File: config.mk
export PLATFORM = sky130hd
export DESIGN_NAME = reg_file_wr_arbiter_flat
export DESIGN_NICKNAME = d
export VERILOG_FILES = /design/src/rtl/reg_file_wr_arbiter_if.sv /design/src/rtl/reg_file_wr_arbiter.sv /design/src/flat_wrapper.sv
export SDC_FILE = /design/constraint.sdc
export NUM_CORES = 1
export LEC_CHECK = 0
export BUFFER_PORTS_ARGS = -buffer_cell sky130_fd_sc_hd__buf_2
export CAP_MARGIN = 20
export CORE_MARGIN = 2
export CORE_UTILIZATION = 37
export DETAILED_ROUTE_END_ITERATION = 6
export PLACE_DENSITY = 0.76
export SLEW_MARGIN = 10
export SYNTH_ARGS = -nofsm -noshare
export SYNTH_HDL_FRONTEND = slang
export SYNTH_SLANG_ARGS = --single-unit
File: constraint.sdc
create_clock -name clk -period 5.29 [get_ports clk]
set_input_delay 1.058 -clock clk [delete_from_list [all_inputs] [get_ports clk]]
set_output_delay 1.058 -clock clk [all_outputs]
set_load 0.1 [all_outputs]
File: src/rtl/reg_file_wr_arbiter_if.sv
// Write-side bus of the register file arbiter: requester handshakes, clear control, rf write port.
// master: requester/control side (drives req_*, clr_start); slave: the arbiter (drives req_ready, clr_*, rf_*).
// req_addr/req_data are flattened per requester: requester i at [i*W +: W].
interface reg_file_wr_arbiter_if #(
    parameter int NUM_REQ    = 4,
    parameter int DATA_WIDTH = 8,
    parameter int ADDR_WIDTH = 4
);
    localparam int IDW = $clog2(NUM_REQ);

    logic [NUM_REQ-1:0]            req_valid;
    logic [NUM_REQ*ADDR_WIDTH-1:0] req_addr;
    logic [NUM_REQ*DATA_WIDTH-1:0] req_data;
    logic [NUM_REQ-1:0]            req_ready;
    logic                          clr_start;
    logic                          clr_busy;
    logic                          clr_done;
    logic                          rf_we;
    logic [ADDR_WIDTH-1:0]         rf_write_addr;
    logic [DATA_WIDTH-1:0]         rf_write_data;
    logic [IDW-1:0]                rf_grant_id;

    modport master (
        output req_valid, req_addr, req_data, clr_start,
        input  req_ready, clr_busy, clr_done,
        input  rf_we, rf_write_addr, rf_write_data, rf_grant_id
    );

    modport slave (
        input  req_valid, req_addr, req_data, clr_start,
        output req_ready, clr_busy, clr_done,
        output rf_we, rf_write_addr, rf_write_data, rf_grant_id
    );
endinterface

File: src/rtl/reg_file_wr_arbiter.sv
// Round-robin arbiter sharing the register file write port among NUM_REQ requesters, plus a clear sweep.
// Latency: 1 cycle from req handshake to registered rf write; one write per cycle, no bubbles.
// Backpressure: one-hot req_ready from current state; all ready low while clearing or when clr_start is seen.
// Ports: clk, rst_n (async active-low), bus (slave modport of reg_file_wr_arbiter_if).
module reg_file_wr_arbiter #(
    parameter int NUM_REQ    = 4,
    parameter int DATA_WIDTH = 8,
    parameter int ADDR_WIDTH = 4,
    parameter int DEPTH      = 1 << ADDR_WIDTH
) (
    input  logic                   clk,
    input  logic                   rst_n,
    reg_file_wr_arbiter_if.slave   bus
);
    localparam int IDW = $clog2(NUM_REQ);

    typedef enum logic {ARB, CLEAR} state_t;

    state_t                 state;
    logic [IDW-1:0]         rr_ptr;
    logic [ADDR_WIDTH-1:0]  clr_cnt;

    logic                   win_found;
    logic [IDW-1:0]         win_idx;
    logic [IDW-1:0]         cand;
    int unsigned            idx;
    logic                   arb_open;
    logic [NUM_REQ-1:0]     grant;
    logic                   xfer;
    logic [IDW-1:0]         next_ptr;

    // Scan rr_ptr, rr_ptr+1, ... (mod NUM_REQ) for the first valid requester.
    always_comb begin
        win_found = 1'b0;
        win_idx   = '0;
        idx       = 0;
        cand      = '0;
        for (int k = 0; k < NUM_REQ; k++) begin
            idx = int'(rr_ptr) + k;
            if (idx >= NUM_REQ)
                idx = idx - NUM_REQ;
            cand = IDW'(idx);
            if (!win_found && bus.req_valid[cand]) begin
                win_found = 1'b1;
                win_idx   = cand;
            end
        end
    end

    // A clear request takes the port this cycle, so no grant is offered alongside it.
    assign arb_open = rst_n && (state == ARB) && !bus.clr_start;

    always_comb begin
        grant          = '0;
        grant[win_idx] = win_found && arb_open;
    end

    assign bus.req_ready = grant;
    assign xfer          = |grant;
    assign next_ptr      = (win_idx == IDW'(NUM_REQ - 1)) ? '0 : win_idx + 1'b1;

    always_ff @(posedge clk or negedge rst_n) begin
        if (!rst_n) begin
            state             <= ARB;
            rr_ptr            <= '0;
            clr_cnt           <= '0;
            bus.rf_we         <= 1'b0;
            bus.rf_write_addr <= '0;
            bus.rf_write_data <= '0;
            bus.rf_grant_id   <= '0;
            bus.clr_busy      <= 1'b0;
            bus.clr_done      <= 1'b0;
        end else begin
            bus.rf_we    <= 1'b0;
            bus.clr_done <= 1'b0;
            case (state)
                ARB: begin
                    if (bus.clr_start) begin
                        state        <= CLEAR;
                        bus.clr_busy <= 1'b1;
                        clr_cnt      <= '0;
                    end else if (xfer) begin
                        bus.rf_we         <= 1'b1;
                        bus.rf_write_addr <= bus.req_addr[win_idx*ADDR_WIDTH +: ADDR_WIDTH];
                        bus.rf_write_data <= bus.req_data[win_idx*DATA_WIDTH +: DATA_WIDTH];
                        bus.rf_grant_id   <= win_idx;
                        rr_ptr            <= next_ptr;
                    end
                end
                CLEAR: begin
                    // clr_start is deliberately not looked at here: a sweep always runs to completion.
                    bus.rf_we         <= 1'b1;
                    bus.rf_write_addr <= clr_cnt;
                    bus.rf_write_data <= '0;
                    bus.rf_grant_id   <= '0;
                    if (clr_cnt == ADDR_WIDTH'(DEPTH - 1)) begin
                        state        <= ARB;
                        bus.clr_busy <= 1'b0;
                        bus.clr_done <= 1'b1;
                        clr_cnt      <= '0;
                    end else begin
                        clr_cnt <= clr_cnt + 1'b1;
                    end
                end
                default: state <= ARB;
            endcase
        end
    end
endmodule

File: src/flat_wrapper.sv
// flat-port wrapper written by rule: the top's interface ports become plain ports
module reg_file_wr_arbiter_flat 
#(
    parameter int NUM_REQ    = 4,
    parameter int DATA_WIDTH = 8,
    parameter int ADDR_WIDTH = 4,
    parameter int DEPTH      = 1 << ADDR_WIDTH
)
  (clk, rst_n, bus_req_valid, bus_req_addr, bus_req_data, bus_clr_start, bus_req_ready, bus_clr_busy, bus_clr_done, bus_rf_we, bus_rf_write_addr, bus_rf_write_data, bus_rf_grant_id);
  reg_file_wr_arbiter_if #(.NUM_REQ(NUM_REQ), .DATA_WIDTH(DATA_WIDTH), .ADDR_WIDTH(ADDR_WIDTH)) bus_i ();
  input  logic clk;
  input  logic rst_n;
  input wire logic [$bits(bus_i.req_valid)-1:0] bus_req_valid;
  input wire logic [$bits(bus_i.req_addr)-1:0] bus_req_addr;
  input wire logic [$bits(bus_i.req_data)-1:0] bus_req_data;
  input wire logic [$bits(bus_i.clr_start)-1:0] bus_clr_start;
  output wire logic [$bits(bus_i.req_ready)-1:0] bus_req_ready;
  output wire logic [$bits(bus_i.clr_busy)-1:0] bus_clr_busy;
  output wire logic [$bits(bus_i.clr_done)-1:0] bus_clr_done;
  output wire logic [$bits(bus_i.rf_we)-1:0] bus_rf_we;
  output wire logic [$bits(bus_i.rf_write_addr)-1:0] bus_rf_write_addr;
  output wire logic [$bits(bus_i.rf_write_data)-1:0] bus_rf_write_data;
  output wire logic [$bits(bus_i.rf_grant_id)-1:0] bus_rf_grant_id;
  assign bus_i.req_valid = bus_req_valid;
  assign bus_i.req_addr = bus_req_addr;
  assign bus_i.req_data = bus_req_data;
  assign bus_i.clr_start = bus_clr_start;
  assign bus_req_ready = bus_i.req_ready;
  assign bus_clr_busy = bus_i.clr_busy;
  assign bus_clr_done = bus_i.clr_done;
  assign bus_rf_we = bus_i.rf_we;
  assign bus_rf_write_addr = bus_i.rf_write_addr;
  assign bus_rf_write_data = bus_i.rf_write_data;
  assign bus_rf_grant_id = bus_i.rf_grant_id;
  reg_file_wr_arbiter #(.NUM_REQ(NUM_REQ), .DATA_WIDTH(DATA_WIDTH), .ADDR_WIDTH(ADDR_WIDTH), .DEPTH(DEPTH)) u_core (.clk(clk), .rst_n(rst_n), .bus(bus_i));
endmodule
======== Word-level counts from Yosys, hierarchy flattened ========
Cells that the tools add are included.
Widths: inputs -> output; s select.
cells by class
  reductions and logical operators ........ 15
  add/subtract/negate cells ............... 9
  divide/modulo/power cells ............... 0
  equal/unequal tests ..................... 6
  multiply operators ...................... 0
  shift-type cells ........................ 2
  muxes and demuxes ....................... 46
  magnitude comparators ................... 10
  bitwise gates (word level) .............. 3
operator list
  cell                 number
  $shiftx 32x6->8      1
  $mux 2               11
  $mux 1               17
  $mux 4               4
  $mux 8               2
  $pmux 4 s2           2
  $pmux 8 s2           1
  $shiftx 16x5->4      1
  $lt 2x3->1 const B   5
  $ge 3x3->1 const B   3
  $bmux 1 s2           4
  $sub 2x1->2 const B  4
  $logic_and 1x1->1    7
  $add 2x2->3 const B  2
  $ne 2x2->1 const B   3
  $pmux 1 s2           3
  $add 4x1->4 const B  1
  $and 4x4->4          1
  $eq 4x4->1 const B   1
  $logic_not 1->1      4
  $pmux 2 s2           1
  $reduce_and 2->1     2
  $reduce_or 4->1      1
  $add 2x1->3 const B  1
  other kinds (8)      9
storage, ports and cells
  flip-flop bits (word level) ............. 24
  memories kept ........................... 0
  word-level logic and storage cells ...... 100
  latch bits .............................. 0
  bits in writable memories ............... 0
  output and inout bits ................... 21
  ROM bits ................................ 0

======== Depth between registers and ports, before layout ========
  depth after elaboration ................. 23
  mapped depth ............................ 8

======== Least setup slack after synthesis ========
Ideal clock, no wire load.
  path type ............................... in2out
  start point ............................. in bus_req_valid[0]
  end point ............................... out bus_req_ready[1]
  buffers on the path ..................... 1
  setup slack ............................. 1.461 ns
  required time ........................... 4.232 ns
  arrival time ............................ 2.771 ns
  stages on the path ...................... 7
  cells stage by stage .................... nor2b_1 > a21oi_1 > o22ai_1 > a21oi_4 > buf_4 > ha_1 > and2_1
between the ends
  cells in the longest elaborated chain, start to end .. 17
RTL lines
  what                                                                   RTL line                   RTL
  start: declaration                                                     flat_wrapper.sv:13         input wire logic [$bits(bus_i.req_valid)-1:0] bus_req_valid;
  $bmux 1 s2                                                             reg_file_wr_arbiter.sv:43  if (!win_found && bus.req_valid[cand]) begin
  $mux 1 (implied by the code)                                           reg_file_wr_arbiter.sv:43
  $mux 1                                                                 reg_file_wr_arbiter.sv:43
  $logic_not 1->1                                                        reg_file_wr_arbiter.sv:43
  $logic_and 1x1->1                                                      reg_file_wr_arbiter.sv:43
  $mux 1                                                                 reg_file_wr_arbiter.sv:43
  $logic_not 1->1                                                        reg_file_wr_arbiter.sv:43
  $logic_and 1x1->1                                                      reg_file_wr_arbiter.sv:43
  $mux 1                                                                 reg_file_wr_arbiter.sv:43
  $logic_not 1->1                                                        reg_file_wr_arbiter.sv:43
  $logic_and 1x1->1                                                      reg_file_wr_arbiter.sv:43
  $mux 2                                                                 reg_file_wr_arbiter.sv:43
  $lt 2x3->1 (implied by the code) / $ge 2x1->1 (equally long branches)  reg_file_wr_arbiter.sv:55  grant[win_idx] = win_found && arb_open;
  $logic_and 1x1->1                                                      reg_file_wr_arbiter.sv:55
  $mux 1 (implied by the code)                                           reg_file_wr_arbiter.sv:55
  $demux 1 s2                                                            n/a
  $and 4x4->4 (no source line) (*)                                       n/a
  end: declaration                                                       flat_wrapper.sv:17         output wire logic [$bits(bus_i.req_ready)-1:0] bus_req_ready;
Mark *: on every way between the ends. The rest lies on a longest branch, timed or not. The select of a mux whose other input is x is not followed.

======== Worst setup path in the final report ========
  start point ............................. in bus_req_valid[3]
  end point ............................... out bus_req_ready[3]
Same word-level chain as after synthesis.

==> qor.csv <==
metric,value,unit
status,completed,
io_buffers,75,
fin_setup_tns,0,ps
dpl-instance-area,1910,µm²
ctsResizeCount,0,
nets,268,
required,4230,ps
fp.dieH,68.1,µm
die_w,68.1,µm
vias,1258,
gp_congestion,0.786,
clock_skew,5.47,ps
dr.pass1.iters,4,
peakVddDrop,0.240,mV
post-cts-setup-buffers,0,
period_share,0.772,
antenna_found_initial,0,
synth_cell_type_count,25,
cts_buffers,3,
tightest_slew,625,ps
grt_overflow,0,
synth_seq_cells,24,
htree_num_levels,1,
wire_per_inst,12.8,µm
synth_edf_count,0,
ant_nets,0,
routed_wl,3.29,mm
fmax,245,MHz
insertion_delay,260,ps
diodes,0,
startpoint_type,input pin,
arrival,3030,ps
final.min_clock_period,4090,ps
cts_hold_buf,0,
syn-num-nets,194,
core,3970,µm²
async_flop_share,1.00,
row_count,23,
cts_tree,yes,
drive_above_1_share,0.415,
drt-initial-drc-count,54,
rsz0062_at_grt,no,
track_usage,0.148,
clock_path_buffers,2,
setup_violations,0,
synth-main-ff-cell,dfrtp_1,
maxCapViolCount,0,
clock-root-buffer,clkbuf_8,
dp_hpwl,2.55,mm
dieArea,4640,µm²
final_cell_area,1980,µm²
yosysSeqAreaShare,0.395,
grt_pass1_wl,5.11,mm
powerDensity,571,nW/µm²
yosys_warnings,0,
syn_to_final_growth,29.9,%
cts.sinks,24,
viasPerCell,4.89,
syn_avg_cell_area,11.4,µm²
drc,0,
cp-end-kind,primary output,
syn-instance-count,134,
synth_area,1520,µm²
critical_path_class,input pin to primary output,
clk_pin_slew,90,ps
slew_violations,0,
hold_violations,0,
start_util,0.383,
hold_path_class,register to register,
grt_max_degree,26,
cp_max_fo,19,
p_leak,0.00110,µW
ioPinCount,76,
slew_headroom,0.582,
first_global_vias,1177,
==> cell usage after synthesis (2+ instances only) <==
library cell / instances / area, µm²
mux2i_1: 36 / 360
dfrtp_1: 24 / 601
inv_1: 9 / 33.8
a21o_1: 5 / 37.5
nor2_1: 5 / 18.8
buf_4: 2 / 15.0
o22ai_1: 3 / 18.8
a22o_1: 18 / 158
ha_1: 5 / 62.6
o21ai_0: 2 / 10.0
and2_1: 5 / 31.3
a21oi_1: 4 / 20.0
buf_6: 4 / 45.0
==> cell type report <==
class	count	area, µm²
Fill cell	366	1990
Multi-Input combinational cell	93	818
Sequential cell	24	601
Timing Repair Buffer	77	390
Tap cell	50	62.6
Clock buffer	3	41.3
Inverter	9	33.8
Clock inverter	1	30.0
==> worst max-delay path, cell delays in order <==
cell and delay, ps:
buf_2 120, or4_4 540, a31oi_4 500, nor2_2 90
buf_4 220, and2_1 190, buf_2 290
==> routing by layer <==
metal  track usage  vias to the layer above  part of all wire
met3        0.0444                        2             0.074
met5             0                        -                 0
met4        0.0300                        0            0.0055
li1              -                      637                 -
met2         0.254                       52              0.48
met1         0.183                      567              0.44
==> layout by cell type (no fill, tap or decap), types with 2 or more instances in the layout <==
cell type and instances:
a22o_1 18, and2_1 5, ha_1 5, nor2_1 5, o22ai_1 3, buf_4 2, buf_2 75, clkbuf_8 3
dfrtp_1 24, a21o_1 5, inv_1 9, mux2i_1 36, o21ai_0 2, a21oi_1 4
==> power breakdown <==
| group | total (µW) | leakage [µW] | switching (µW) | internal, µW |
|---|---|---|---|---|
| registers | 305 | 0.000301 | 60.9 | 244 |
| clock network | 158 | 0.0000357 | 56.7 | 101 |
| logic | 666 | 0.000766 | 459 | 207 |
==> flip-flops by register name (all words and copies together), names as in the netlist <==
register	flops
u_core.bus.rf_write_data	8
u_core.bus.rf_write_addr	4
u_core.clr_cnt	4
u_core.bus.rf_grant_id	2
u_core.rr_ptr	2
u_core.bus.clr_busy	1
u_core.bus.clr_done	1
u_core.bus.rf_we	1
u_core.state	1
==> through the flow <==
| step | power [µW] | hold WS (ps) | setup slack [ps] | utilization | instances |
|---|---|---|---|---|---|
| floorplan | 874 | 523 | 1460 | - | 134 |
| global placement | 969 | 485 | 1280 | 0.480 | 253 |
| detailed placement | 980 | 488 | 1210 | 0.480 | 253 |
| CTS | 1140 | 512 | 1220 | 0.498 | 257 |
| global route | 1200 | 529 | 1090 | 0.498 | 257 |
| finish | 1130 | 512 | 1200 | 0.498 | 257 |
==> worst paths after layout <==
kind | startpoint | endpoint | slack [ps] | depth (start not counted)
max in group asynchronous | rst_n | u_core.rr_ptr[1] | 4150 | 1
worst min register to register | u_core.bus.rf_write_data[0] | u_core.bus.rf_write_data[0] | 510 | 1
worst max-delay path | bus_req_valid[3] | bus_req_ready[3] | 1200 | 7
min in group asynchronous | rst_n | u_core.bus.clr_busy | 770 | 1
worst max register to register | u_core.rr_ptr[1] | u_core.bus.rf_write_data[7] | 3010 | 7
worst min-delay path | u_core.bus.rf_write_data[0] | u_core.bus.rf_write_data[0] | 510 | 1
==> cell families after synthesis <==
| group | Yosys count | share of synthesized area |
|---|---|---|
| flip-flops | 24 | 0.395 |
| AO/OA/AOI/OAI | 35 | 0.191 |
| multiplexers | 37 | 0.244 |
| XOR/XNOR | 1 | 0.00576 |
| AND/OR/NAND/NOR | 15 | 0.0559 |
| adder cells (fa/ha/maj) | 5 | 0.0411 |
| buffers and inverters | 17 | 0.0674 |
(Power assumes the default switching activity.)
